[src/rtl/control_sequencer.sv]
// Microcode T-state sequencer and control-line decoder for the 4-bit-opcode datapath.
// Two fetch steps, up to three execute steps, optional early return to T0, sticky halt.
module control_sequencer #(
  parameter int STEPS      = 5,
  parameter bit EARLY_EXIT = 1'b1
) (
  input  logic       clk,
  input  logic       rst,
  input  logic [3:0] opcode,
  input  logic       carry_flag,
  input  logic       zero_flag,
  output logic [2:0] step,
  output logic       halted,
  output logic       HLT,
  output logic       MI,
  output logic       RI,
  output logic       RO,
  output logic       IO,
  output logic       II,
  output logic       AI,
  output logic       AO,
  output logic       EO,
  output logic       SU,
  output logic       BI,
  output logic       OI,
  output logic       CE,
  output logic       CO,
  output logic       J,
  output logic       FI
);

  localparam logic [15:0] C_HLT = 16'h8000, C_MI = 16'h4000, C_RI = 16'h2000, C_RO = 16'h1000;
  localparam logic [15:0] C_IO  = 16'h0800, C_II = 16'h0400, C_AI = 16'h0200, C_AO = 16'h0100;
  localparam logic [15:0] C_EO  = 16'h0080, C_SU = 16'h0040, C_BI = 16'h0020, C_OI = 16'h0010;
  localparam logic [15:0] C_CE  = 16'h0008, C_CO = 16'h0004, C_J  = 16'h0002, C_FI = 16'h0001;
  localparam logic [2:0]  LAST  = 3'(STEPS - 1);

  // state | meaning
  // T0    | fetch: PC onto bus, load MAR
  // T1    | fetch: RAM into IR, increment PC
  // T2-T4 | execute steps from the opcode table
  // T5-T7 | only reachable when STEPS > 5; decode to no controls
  typedef enum logic [2:0] {T0, T1, T2, T3, T4, T5, T6, T7} t_state;

  t_state      r_step, w_step_nxt;
  logic        r_halted, w_halted_nxt;
  logic [2:0]  w_step_plus;
  logic [15:0] w_word_cur, w_word_nxt, w_ctl;

  function automatic logic [15:0] decode(input logic [2:0] s, input logic [3:0] op,
                                         input logic c, input logic z);
    logic [15:0] w;
    w = '0;
    if (s <= LAST) begin
      case (s)
        3'd0: w = C_CO | C_MI;
        3'd1: w = C_RO | C_II | C_CE;
        3'd2: begin
          case (op)
            4'b0001, 4'b0010, 4'b0011, 4'b0100: w = C_IO | C_MI;
            4'b0101: w = C_IO | C_AI;
            4'b0110: w = C_IO | C_J;
            4'b0111: w = c ? (C_IO | C_J) : '0;
            4'b1000: w = z ? (C_IO | C_J) : '0;
            4'b1110: w = C_AO | C_OI;
            4'b1111: w = C_HLT;
            default: w = '0;
          endcase
        end
        3'd3: begin
          case (op)
            4'b0001: w = C_RO | C_AI;
            4'b0010, 4'b0011: w = C_RO | C_BI;
            4'b0100: w = C_AO | C_RI;
            default: w = '0;
          endcase
        end
        3'd4: begin
          case (op)
            4'b0010: w = C_EO | C_AI | C_FI;
            4'b0011: w = C_EO | C_AI | C_SU | C_FI;
            default: w = '0;
          endcase
        end
        default: w = '0;
      endcase
    end
    return w;
  endfunction

  assign w_step_plus = r_step + 3'd1;
  assign w_word_cur  = decode(r_step, opcode, carry_flag, zero_flag);
  assign w_word_nxt  = decode(w_step_plus, opcode, carry_flag, zero_flag);

  always_ff @(posedge clk or posedge rst) begin
    if (rst) begin
      r_step   <= T0;
      r_halted <= 1'b0;
    end else begin
      r_step   <= w_step_nxt;
      r_halted <= w_halted_nxt;
    end
  end

  // Halt wins over wrap so the step freezes at T2 even when STEPS == 3.
  always_comb begin
    w_step_nxt   = r_step;
    w_halted_nxt = r_halted;
    if (!r_halted) begin
      if (r_step == T2 && opcode == 4'b1111)
        w_halted_nxt = 1'b1;
      else if (r_step == LAST)
        w_step_nxt = T0;
      else if (EARLY_EXIT && r_step >= T2 && w_word_nxt == '0)
        w_step_nxt = T0;
      else
        w_step_nxt = t_state'(w_step_plus);
    end
  end

  always_comb begin
    w_ctl = w_word_cur;
    if (rst)
      w_ctl = '0;
    else if (r_halted)
      w_ctl = C_HLT;
  end

  assign {HLT, MI, RI, RO, IO, II, AI, AO, EO, SU, BI, OI, CE, CO, J, FI} = w_ctl;
  assign step   = r_step;
  assign halted = r_halted;

endmodule
[config.mk]
export PLATFORM = sky130hd
export DESIGN_NAME = control_sequencer
export DESIGN_NICKNAME = d
export VERILOG_FILES = /design/src/rtl/control_sequencer.sv
export SDC_FILE = /design/constraint.sdc
export NUM_CORES = 1
export LEC_CHECK = 0
export ABC_AREA = 1
export CORE_MARGIN = 2
export CORE_UTILIZATION = 38
export DETAILED_ROUTE_END_ITERATION = 8
export PLACE_DENSITY = 0.83
export SYNTH_ARGS = -nofsm -noshare
export SYNTH_HDL_FRONTEND = slang
export SYNTH_SLANG_ARGS = --single-unit
[constraint.sdc]
create_clock -name clk -period 1.8 [get_ports clk]
set_input_delay 0.36 -clock clk [delete_from_list [all_inputs] [get_ports clk]]
set_output_delay 0.36 -clock clk [all_outputs]
set_load 0.02 [all_outputs]
==> results of run 1 <==
worst max-delay path by stage:
stage,slack (ns),cells past startpoint,end,from
CTS,-0.15,7,RO,step[1]
detailed placement,-0.76,8,AI,opcode[3]
global placement,-0.72,9,AI,opcode[3]
global route,-0.25,7,AI,step[1]
floorplan,0.003,6,AO,step[1]
finish,-0.17,7,AI,step[1]
cells by family after synthesis:
logic type                 Yosys count  synth area share (%)
buffers and inverters               21                 12.15
adders and majority gates            7                 12.32
and+or+nand+nor                     73                 47.36
DFF                                  4                 14.09
AOI/OAI and AO/OA                   16                 14.09
final cells by class:
| type | count | area [um^2] |
|---|---|---|
| Sequential cell | 4 | 102.6 |
| Timing Repair Buffer | 60 | 503.0 |
| Inverter | 19 | 73.82 |
| Fill cell | 115 | 354.1 |
| Clock buffer | 3 | 22.52 |
| Tap cell | 25 | 31.28 |
| Multi-Input combinational cell | 96 | 658.1 |
critical path, cell delays in order (launching register included):
cell and delay (ns):
dfrtp_2 0.45, ha_4 0.17, ha_4 0.13, nor2_2 0.04
a31oi_1 0.18, nand2_2 0.13, nor2_2 0.14, buf_6 0.12
state kept, by name, summed over array words and instances (netlist names):
register / count
halted: 1
step: 3
layout by cell type, fill, tap and decap left out, drive strengths merged:
master,synthesis,final
a21oi,8,8
a22oi,1,1
a31oi,2,2
buf,2,49
clkbuf,0,3
clkdlybuf4s15,0,2
clkdlybuf4s50,0,4
dfrtp,4,4
dlygate4sd2,0,4
dlymetal6s2s,0,1
ha,7,7
inv,19,19
nand2,36,36
nand3,7,7
nand4,1,1
nor2,25,25
nor3,3,3
nor4,1,1
o21ai,3,3
o22ai,1,1
o31ai,1,1
power by group:
group | internal [mW] | switching [mW] | total [mW]
clock network | 0.0755 | 0.0498 | 0.125
registers | 0.136 | 0.0522 | 0.188
logic | 0.611 | 0.766 | 1.38
repair_timing:
item	in CTS	in global routing
setup endpoints to repair	17	20
pin swaps	14	4
resized for setup	108	14
buffers inserted	3	1
through the flow:
| step | util (%) | worst slack (ns) |
|---|---|---|
| floorplan | - | 0.003103 |
| finish | 79.71 | -0.1730 |
| global placement | 72.33 | -0.7231 |
| detailed placement | 72.33 | -0.7591 |
| CTS | 76.70 | -0.1534 |
| global route | 79.71 | -0.2451 |
synthesized netlist by cell type:
master / number
nand2_1: 30
nor2_1: 21
inv_1: 13
ha_1: 7
a21oi_1: 6
inv_2: 6
nand2_2: 6
nand3_1: 5
dfrtp_1: 4
nor3_1: 3
a21oi_2: 2
a31oi_1: 2
buf_4: 2
nand3_2: 2
nor2_2: 2
nor2_4: 2
o21ai_0: 2
a22oi_1: 1
nand4_1: 1
nor4_1: 1
o21ai_2: 1
o22ai_1: 1
o31ai_1: 1
routing by layer:
metal  track usage, %  vias to the layer above  share of wire [%]
met5                0                        -                  0
met4            13.89                        0                3.6
met3            5.000                       15                7.4
met2            49.73                       55                 50
met1            33.03                      501                 39
li1                 -                      512                  -
==> key figures, run 1 <==
Status
  • Status: finished, violations left
  • Failing checks: setup timing

GRT
  • Vias in the first global route: slightly below 1000
  • GRT Total Usage: between 20% and 30%
  • Grt total ovfl: 0
  • First-pass GRT wire length: ~4500 um
  • Initial antenna violation count: 0
  • Pin count of the biggest net entering global routing: 7

Clock tree
  • Skew-Pair Late Insertion Delay: approximately 0.25 ns
  • Clock transition at path regs: roughly 0.050 ns
  • CTS Hold Bufs: 0
  • Num CTS Buffers: 3
  • CTS sink count: 4
  • H-tree Lvls: 1
  • CTS tree: built
  • Clock Tree Root: clkbuf_4
  • Max Buffers Root-to-Sink: 2

Placed design
  • GP Congestion: 0.8779
  • DP Wirelength: ~1900 um
  • I/O Buffers: 27
  • Dpl cell area: 1262 um^2
  • DP Cell Count: 200

Synth
  • Mapped Avg Cell Area: 5.873 um^2
  • Sequential element share of the synthesized area: approximately 14%
  • Mapped Area: between 700 and 800 um^2
  • Mapped Cells: 121
  • Yosys top cell area share: 15.85%
  • Top cells by area, synth: nand2_1 16%, dfrtp_1 14%, ha_1 12%
  • #FFs+latches synth: 4
  • Dominant cell type by area after synthesis: nand2_1
  • YS warnings: 0
  • Net Count, Synth: about 140
  • Count of cell types in the netlist: 23

Cells and area
  • Fin area: about 1400 um^2
  • Cell Count, Final, Fillers Out: around 210
  • Antenna diode count: 0
  • Nets: just under 200
  • Layout cells sized above 1: a little under three fifths
  • Area grow syn2layout: 95.77%

STA
  • Final setup margin: -0.1730 ns
  • Final min period: roughly 2.0 ns
  • Final Hold Fails: 0
  • Max Slew Vio Count: 0
  • Skew final: approximately 0.015 ns
  • Slew HR: ~80%
  • Fmax: a little over 0.5 GHz
  • Hold_ws: 0.2853 ns
  • Final worst-path cycle share: 109.6%
  • # setup viols final: 13
  • Slew @ Worst Pin: ~0.3 ns
  • Total negative slack: -1.417 ns
  • RSZ-0062 raised after global routing: true

Drt
  • DR WL/cell: approximately 14 um
  • Detailed Routing Iterations Pass 1: 5
  • Vias: around 1100
  • Drt drc: 0
  • Vias/cell: 5.232
  • Post-route antenna net violation count: 0
  • Starting DRT DRC Count: approximately 50
  • Routed wire length: about 3000 um

Critical path
  • Reg2reg start: step[0]
  • Setup CP Type: reg -> out
  • R2R depth: 11
  • Critical Path RT: 1.44 ns
  • Flop2flop setup slack: roughly 0.010 ns
  • CP max FO: 4
  • Critical path launch point type: flop
  • CP endpoint kind: output pin
  • Reg2reg end: step[2]
  • Critical path arrival: between 1.5 and 2 ns

Floorplan
  • Die area: 2232 um^2
  • DIE HEIGHT: 47.25 um
  • Core area: between 1500 and 2000 um^2
  • Top Ports: 28
  • Starting Density: about two fifths
  • Die Width: roughly 47 um
  • Row Count: 15

Pwr
  • Maximum vdd drop: a little over 1 mV
  • Pwr per Cell Area: approximately 1200 nW/um^2
  • Leak: 0.6916 nW
  • Pwr Total: approximately 1.7 mW

Run
  • Maxcap violations: 0

Min path
  • Min-Delay Path Class: in -> async
(Power assumes the default switching activity.)
==> run 2, diff against run 1 <==
CORE_ASPECT_RATIO = 1.4   (was not set)
==> key figures, run 2 (synthesized netlist as in run 1, its figures left out) <==
Status
  • Status: finished, violations left
  • Failing checks: setup timing

Critical path
  • Reg2reg end: step[2]
  • Crit-path cells: inv_4 -> ha_4 -> nand2_1 -> a31oi_2 -> nand2_2 -> a21oi_2 -> buf_6
  • Critical path arrival: 1.77 ns (+0.16 ns)
  • Crit. path cell count: 7 (unchanged)
  • Flop2flop setup slack: -0.15 ns (-0.16 ns)
  • R2R depth: 10 (-1)
  • Critical Path RT: 1.44 ns (about the same)
  • CP Capture Point: RO
  • Reg2reg start: step[1]
  • Setup CP Type: reg -> out
  • CP max FO: 4 (unchanged)
  • Crit path buffers/inverters: 2 (+1)
  • Critical path launch point type: flop
  • CP endpoint kind: output pin
  • Slowest CP cell: dfrtp_2
  • Worst path top cell family by delay: flip-flops
  • CP peak stage delay: 0.46 ns (about the same)
  • Crit path from: step[1]

Placed design
  • Dpl cell area: 1286 um^2 (+1.9%)
  • DP Wirelength: 2088 um (+8.4%)
  • DP Cell Count: 199 (-0.50%)
  • GP Congestion: 0.8324 (-5.2%)
  • Worst slack at placement: -0.8518 ns (-0.09267 ns)
  • I/O Buffers: 27 (unchanged)

Drt
  • Drt drc: 0 (unchanged)
  • Vias: 1131 (+4.4%)
  • Detailed Routing Iterations Pass 1: 4 (-1)
  • Routed wire length: 3792 um (+27%)
  • Vias/cell: 5.438 (+3.9%)
  • Post-route antenna net violation count: 0 (unchanged)
  • DR WL/cell: 18.23 um (+26%)
  • Starting DRT DRC Count: 31 (-37%)

Cells and area
  • Max reg flops: 3 (unchanged)
  • Cell Count, Final, Fillers Out: 208 (+0.48%)
  • Fin area: 1491 um^2 (+7.2%)
  • Fillcell total: 105 (-8.7%)
  • Most common cell after layout, fill and taps aside: buf_4
  • Nets: 205 (+3.0%)
  • Post-layout util: 84.90% (+5.2 points)
  • Most frequent cells in the layout: 44 x buf_4, 26 x nand2_1, 12 x nor2_1
  • Reg area: 102.6 um^2 (unchanged)
  • Layout cells sized above 1: 62.77% (+5.6 points)
  • Area occupied by multi-input gates: 708.2 um^2 (+7.6%)
  • Antenna diode count: 0 (unchanged)
  • Area grow syn2layout: 109.9%

STA
  • # setup viols final: 19 (+6)
  • Final Hold Fails: 0 (unchanged)
  • Total negative slack: -2.570 ns (-1.153 ns)
  • Final worst-path cycle share: 118.3% (+8.6 points)
  • Max Slew Vio Count: 0 (unchanged)
  • Fmax: 0.4698 GHz (-7.3%)
  • Hold_ws: 0.3460 ns (+0.06066 ns)
  • Final setup margin: -0.3286 ns (-0.1556 ns)
  • Final min period: 2.129 ns (+0.1556 ns)
  • Skew final: 0.006679 ns (-0.007828 ns)
  • RSZ-0062 raised after global routing: true
  • Slew @ Worst Pin: 0.2721 ns (-0.02162 ns)
  • Slew HR: 81.79% (+1.5 points)

Pwr
  • Combinational power share: 83.7% (+2.3 points)
  • Share of power burned in registers: 10.3% (-0.8 points)
  • Power Internal: 0.9195 mW (+12%)
  • Leak: 0.7406 nW (+7.1%)
  • Clk network pwr share: 6.0% (-1.4 points)
  • Net Switching: 1.024 mW (+18%)
  • Switching share of power: 52.69% (+1.3 points)
  • Maximum vdd drop: 1.120 mV (+9.1%)
  • Pwr Total: 1.944 mW (+15%)
  • Pwr per Cell Area: 1303 nW/um^2 (+7.2%)

Clock tree
  • CTS tree: built
  • Clock Tree Root: clkbuf_4
  • Clock transition at path regs: 0.04 ns (about the same)
  • Skew-Pair Late Insertion Delay: 0.24 ns (about the same)
  • Max Buffers Root-to-Sink: 2 (unchanged)
  • H-tree Lvls: 1 (unchanged)
  • CTS Hold Bufs: 0 (unchanged)
  • CTS sink count: 4 (unchanged)
  • Num CTS Buffers: 3 (unchanged)

Floorplan
  • Core area: 1757 um^2 (+0.65%)
  • Die area: 2237 um^2 (+0.23%)
  • Top Ports: 28 (unchanged)
  • DIE HEIGHT: 55.17 um (+17%)
  • Die Width: 40.55 um (-14%)
  • Row Count: 18 (+3)
  • Starting Density: 40.46% (-0.26 points)

Run
  • Maxcap violations: 0 (unchanged)

Min path
  • Min-Delay Path Class: in -> async

GRT
  • Grt total ovfl: 0 (unchanged)
  • First-pass GRT wire length: 4512 um (+1.1%)
  • GRT Total Usage: 29.86% (+1.4 points)
  • Vias in the first global route: 1076 (+8.9%)
  • Initial antenna violation count: 0 (unchanged)
  • Pin count of the biggest net entering global routing: 7 (unchanged)
[run 2: cell types whose count changed in the layout (fill, tap and decap cells not counted), moves of 2 or more]
cell and delta:
buf_2 +2, buf_4 +2, buf_6 +2, clkdlybuf4s15_2 +2, nor2_1 -2, nor2_4 +2
nor3_2 -2
[run 2: power groups by stage]
stage	clock network [mW]	registers, mW	logic, mW
5_1_grt	0.119	0.206	1.72
3_3_place_gp	0	0.176	1.19
2_1_floorplan	0	0.262	0.587
3_5_place_dp	0	0.178	1.23
4_1_cts	0.112	0.193	1.41
6_report	0.116	0.200	1.63
[run 2: timing repair]
action                                  in CTS  in global routing
buffers inserted                             6                  0
endpoints found under the setup margin      17                 20
gates resized for setup                    116                 23
pin swaps                                   13                  5
hold endpoints to repair                     0                  0
[run 2: cell type report]
class / count / share of cell area, %
multi-input cells: 96 / 47.48
repair buffers: 66 / 37.33
flip-flops and latches: 4 / 6.879
inverters: 19 / 5.117
well taps: 20 / 1.678
clock buffers: 3 / 1.510
[run 2: worst min path at each step]
stage,to,slack [ns]
2_1_floorplan,halted,0.13
3_5_place_dp,step[1],0.62
5_1_grt,halted,0.38
3_3_place_gp,step[2],0.62
4_1_cts,halted,0.33
6_report,halted,0.35
[run 2: routing by layer]
layer | vias up | global-route usage (%) | wire, um
met3 | 22 | 0.4000 | 154
met1 | 523 | 27.34 | 1256
met4 | 0 | 8.333 | 191
li1 | 516 | - | -
met2 | 70 | 64.81 | 2190
met5 | - | 0 | 0
[run 2: worst register-to-register path: cells and delay by family, from the launching register on]
| kind | cells | cell delay [ns] |
|---|---|---|
| DFF | 1 | 0.46 |
| and+or+nand+nor | 5 | 0.45 |
| buffers and inverters | 1 | 0.08 |
| AOI/OAI and AO/OA | 2 | 0.40 |
| adders and majority gates | 2 | 0.43 |
==> edit: new RTL, flow settings as in run 1 <==
Register the inputs `opcode`, `carry_flag` and `zero_flag` before use, without a reset. The logic sees them one clock later.
--- a/src/rtl/control_sequencer.sv
+++ b/src/rtl/control_sequencer.sv
@@ -42,4 +42,14 @@
   // T5-T7 | only reachable when STEPS > 5; decode to no controls
   typedef enum logic [2:0] {T0, T1, T2, T3, T4, T5, T6, T7} t_state;
+
+  logic [3:0] opcode_q;
+  logic carry_flag_q;
+  logic zero_flag_q;
+
+  always_ff @(posedge clk) begin
+    opcode_q     <= opcode;
+    carry_flag_q <= carry_flag;
+    zero_flag_q  <= zero_flag;
+  end
 
   t_state      r_step, w_step_nxt;
@@ -90,6 +100,6 @@
 
   assign w_step_plus = r_step + 3'd1;
-  assign w_word_cur  = decode(r_step, opcode, carry_flag, zero_flag);
-  assign w_word_nxt  = decode(w_step_plus, opcode, carry_flag, zero_flag);
+  assign w_word_cur  = decode(r_step, opcode_q, carry_flag_q, zero_flag_q);
+  assign w_word_nxt  = decode(w_step_plus, opcode_q, carry_flag_q, zero_flag_q);
 
   always_ff @(posedge clk or posedge rst) begin
@@ -108,5 +118,5 @@
     w_halted_nxt = r_halted;
     if (!r_halted) begin
-      if (r_step == T2 && opcode == 4'b1111)
+      if (r_step == T2 && opcode_q == 4'b1111)
         w_halted_nxt = 1'b1;
       else if (r_step == LAST)
Check against the original RTL: not equivalent (a bounded check fails within 4 cycles, from zero or initial values and one cycle with rst high).
==> edit against run 1 <==
The run still ends with negative setup slack left. Sequential share of layout area up 5.6 points. Final area increased by 24%. Routed wire length grew 55%. Critical path type unchanged. Sequential cell count grew 6. Synthesized area is 12% higher. Hold slack better by 0.043 ns. Register-to-register slack lost 0.25 ns. Setup slack got worse by 0.16 ns. Power is 45% higher. Largest cell class unchanged.
==> edit: results (changes against run 1) <==
[timing]
max-slew-margin-rel_pct = 80.01  ; was 80.30%
timing.setup.tns_ns = -3.725  ; was -1.417 ns
finClkSkew_ns = 0.002183  ; was 0.01451 ns
setup_ws_ns = -0.3372  ; was -0.1730 ns
setup-violations-final = 19  ; was 13

[run_status]
status = finished, violations left  ; unchanged
violations = negative setup slack  ; unchanged

[finish]
nFillCells = 85  ; was 115
drive_above_1_share_pct = 61.66  ; was 57.14%
stdcell_count = 220  ; was 207
largest_reg_flops = 4  ; was 3
final_nets = 209  ; was 199

[synthesis]
synth_compound_area_share_pct = 10.50  ; was 14.08%
syn_area_per_cell_um2 = 6.438  ; was 5.873 um2
synthArstFlopShare_pct = 40.00  ; was 100.0%
synth_nets = 139  ; was 136
synth_fa_ha_area_share_pct = 10.97  ; was 12.32%
synth.top_cells.by_count = nand2_1 (24), nor2_1 (21), inv_1 (19), nand3_1 (8), ha_1 (7)  ; was nand2_1 (30), nor2_1 (21), inv_1 (13), ha_1 (7)
ys_seq_area_share_pct = 27.59  ; was 14.08%

[global_route]
grt_pass1_vias = 1107  ; was 988
grt_use_total_pct = 26.72  ; was 28.47%
grt_pass1_wl_mm = 5.106  ; was 4.464 mm
grt_max_degree = 8  ; was 7

[placement]
dp_worst_setup_slack_ns = -0.6648  ; was -0.7591 ns
gp_congestion = 0.9569  ; was 0.8779

[power_and_ir_drop]
ir_worst_vdd_mv = 1.276  ; was 1.027 mV
p_leak_nw = 0.7890  ; was 0.6916 nW

[detailed_routing]
drt_iter0_drc = 139  ; was 49
drtPass1Iterations = 6  ; was 5
wl_per_cell_um = 21.05  ; was 14.42 um

[critical_path]
crit_arrival_ns = 1.78  ; was 1.61 ns

[clock_tree]
clkLatencyLatePin_ns = 0.27  ; was 0.25 ns

-- edit: cell types whose count changed after synthesis, moves of 2 or more --
cell            run 1  this run
dfxtp_1             0         6
nor2_4              2         0
nand2_1            30        24
nand2_2             6         4
inv_1              13        19
inv_2               6         2
o21ai_1             0         2
nand3_1             5         8
a21oi_2             2         0
-- edit: area by class of cell --
class / count / area share, %
multi-input cells: 91 / 43.57
repair buffers: 67 / 34.18
inverters: 21 / 5.275
clock buffers: 4 / 2.095
well taps: 27 / 1.951
flip-flops and latches: 10 / 12.93
-- edit: metrics by stage --
stage	hold slack, ns	area (um2)
global route	0.3301	1732
CTS	0.2967	1534
detailed placement	0.6631	1370
floorplan	0.1259	859.6
finish	0.3284	1732
global placement	0.6580	1370
-- edit: report_power, final --
| part | internal (mW) | switching, mW | total (mW) |
|---|---|---|---|
| Sequential | 0.277 | 0.0792 | 0.356 |
| Clock | 0.123 | 0.0799 | 0.203 |
| Combinational | 0.833 | 1.06 | 1.90 |
| Total | 1.23 | 1.22 | 2.46 |
-- edit: kinds of logic (layout without fill, tap and decap cells) --
| group | after synthesis | after routing |
|---|---|---|
| adders and majority gates | 7 | 7 |
| DFF | 10 | 10 |
| buffers and inverters | 23 | 92 |
| and+or+nand+nor | 69 | 69 |
| AOI/OAI and AO/OA | 15 | 15 |
-- edit: path summary, 6_finish.rpt --
check                              end  cells after the start       from  slack, ns
hold / removal                  halted                      3        rst       0.33
setup / recovery                    MI                      8    step[0]      -0.34
hold reg to reg                step[2]                      3     halted       0.76
min in group clk           opcode_q[2]                      1  opcode[2]       0.53
setup reg to reg               step[2]                     13    step[0]      -0.24
max in group asynchronous      step[0]                      3        rst       1.30
-- edit: metal layers --
layer,GRT usage (%),routed length [um]
met5,0,0
met4,14.81,508
met3,4.545,613
met2,50.00,1984
met1,27.74,1526
-- edit: worst min-delay path, stage by stage --
cell           delay [ns]
dlygate4sd2_1        0.26
buf_4                0.18
inv_1                0.15
-- edit: timing repair --
item	4_1_cts	5_1_grt
pin swaps	15	15
setup endpoints to repair	17	19
resized for setup	122	43
buffers inserted	7	4
gates cloned	0	0
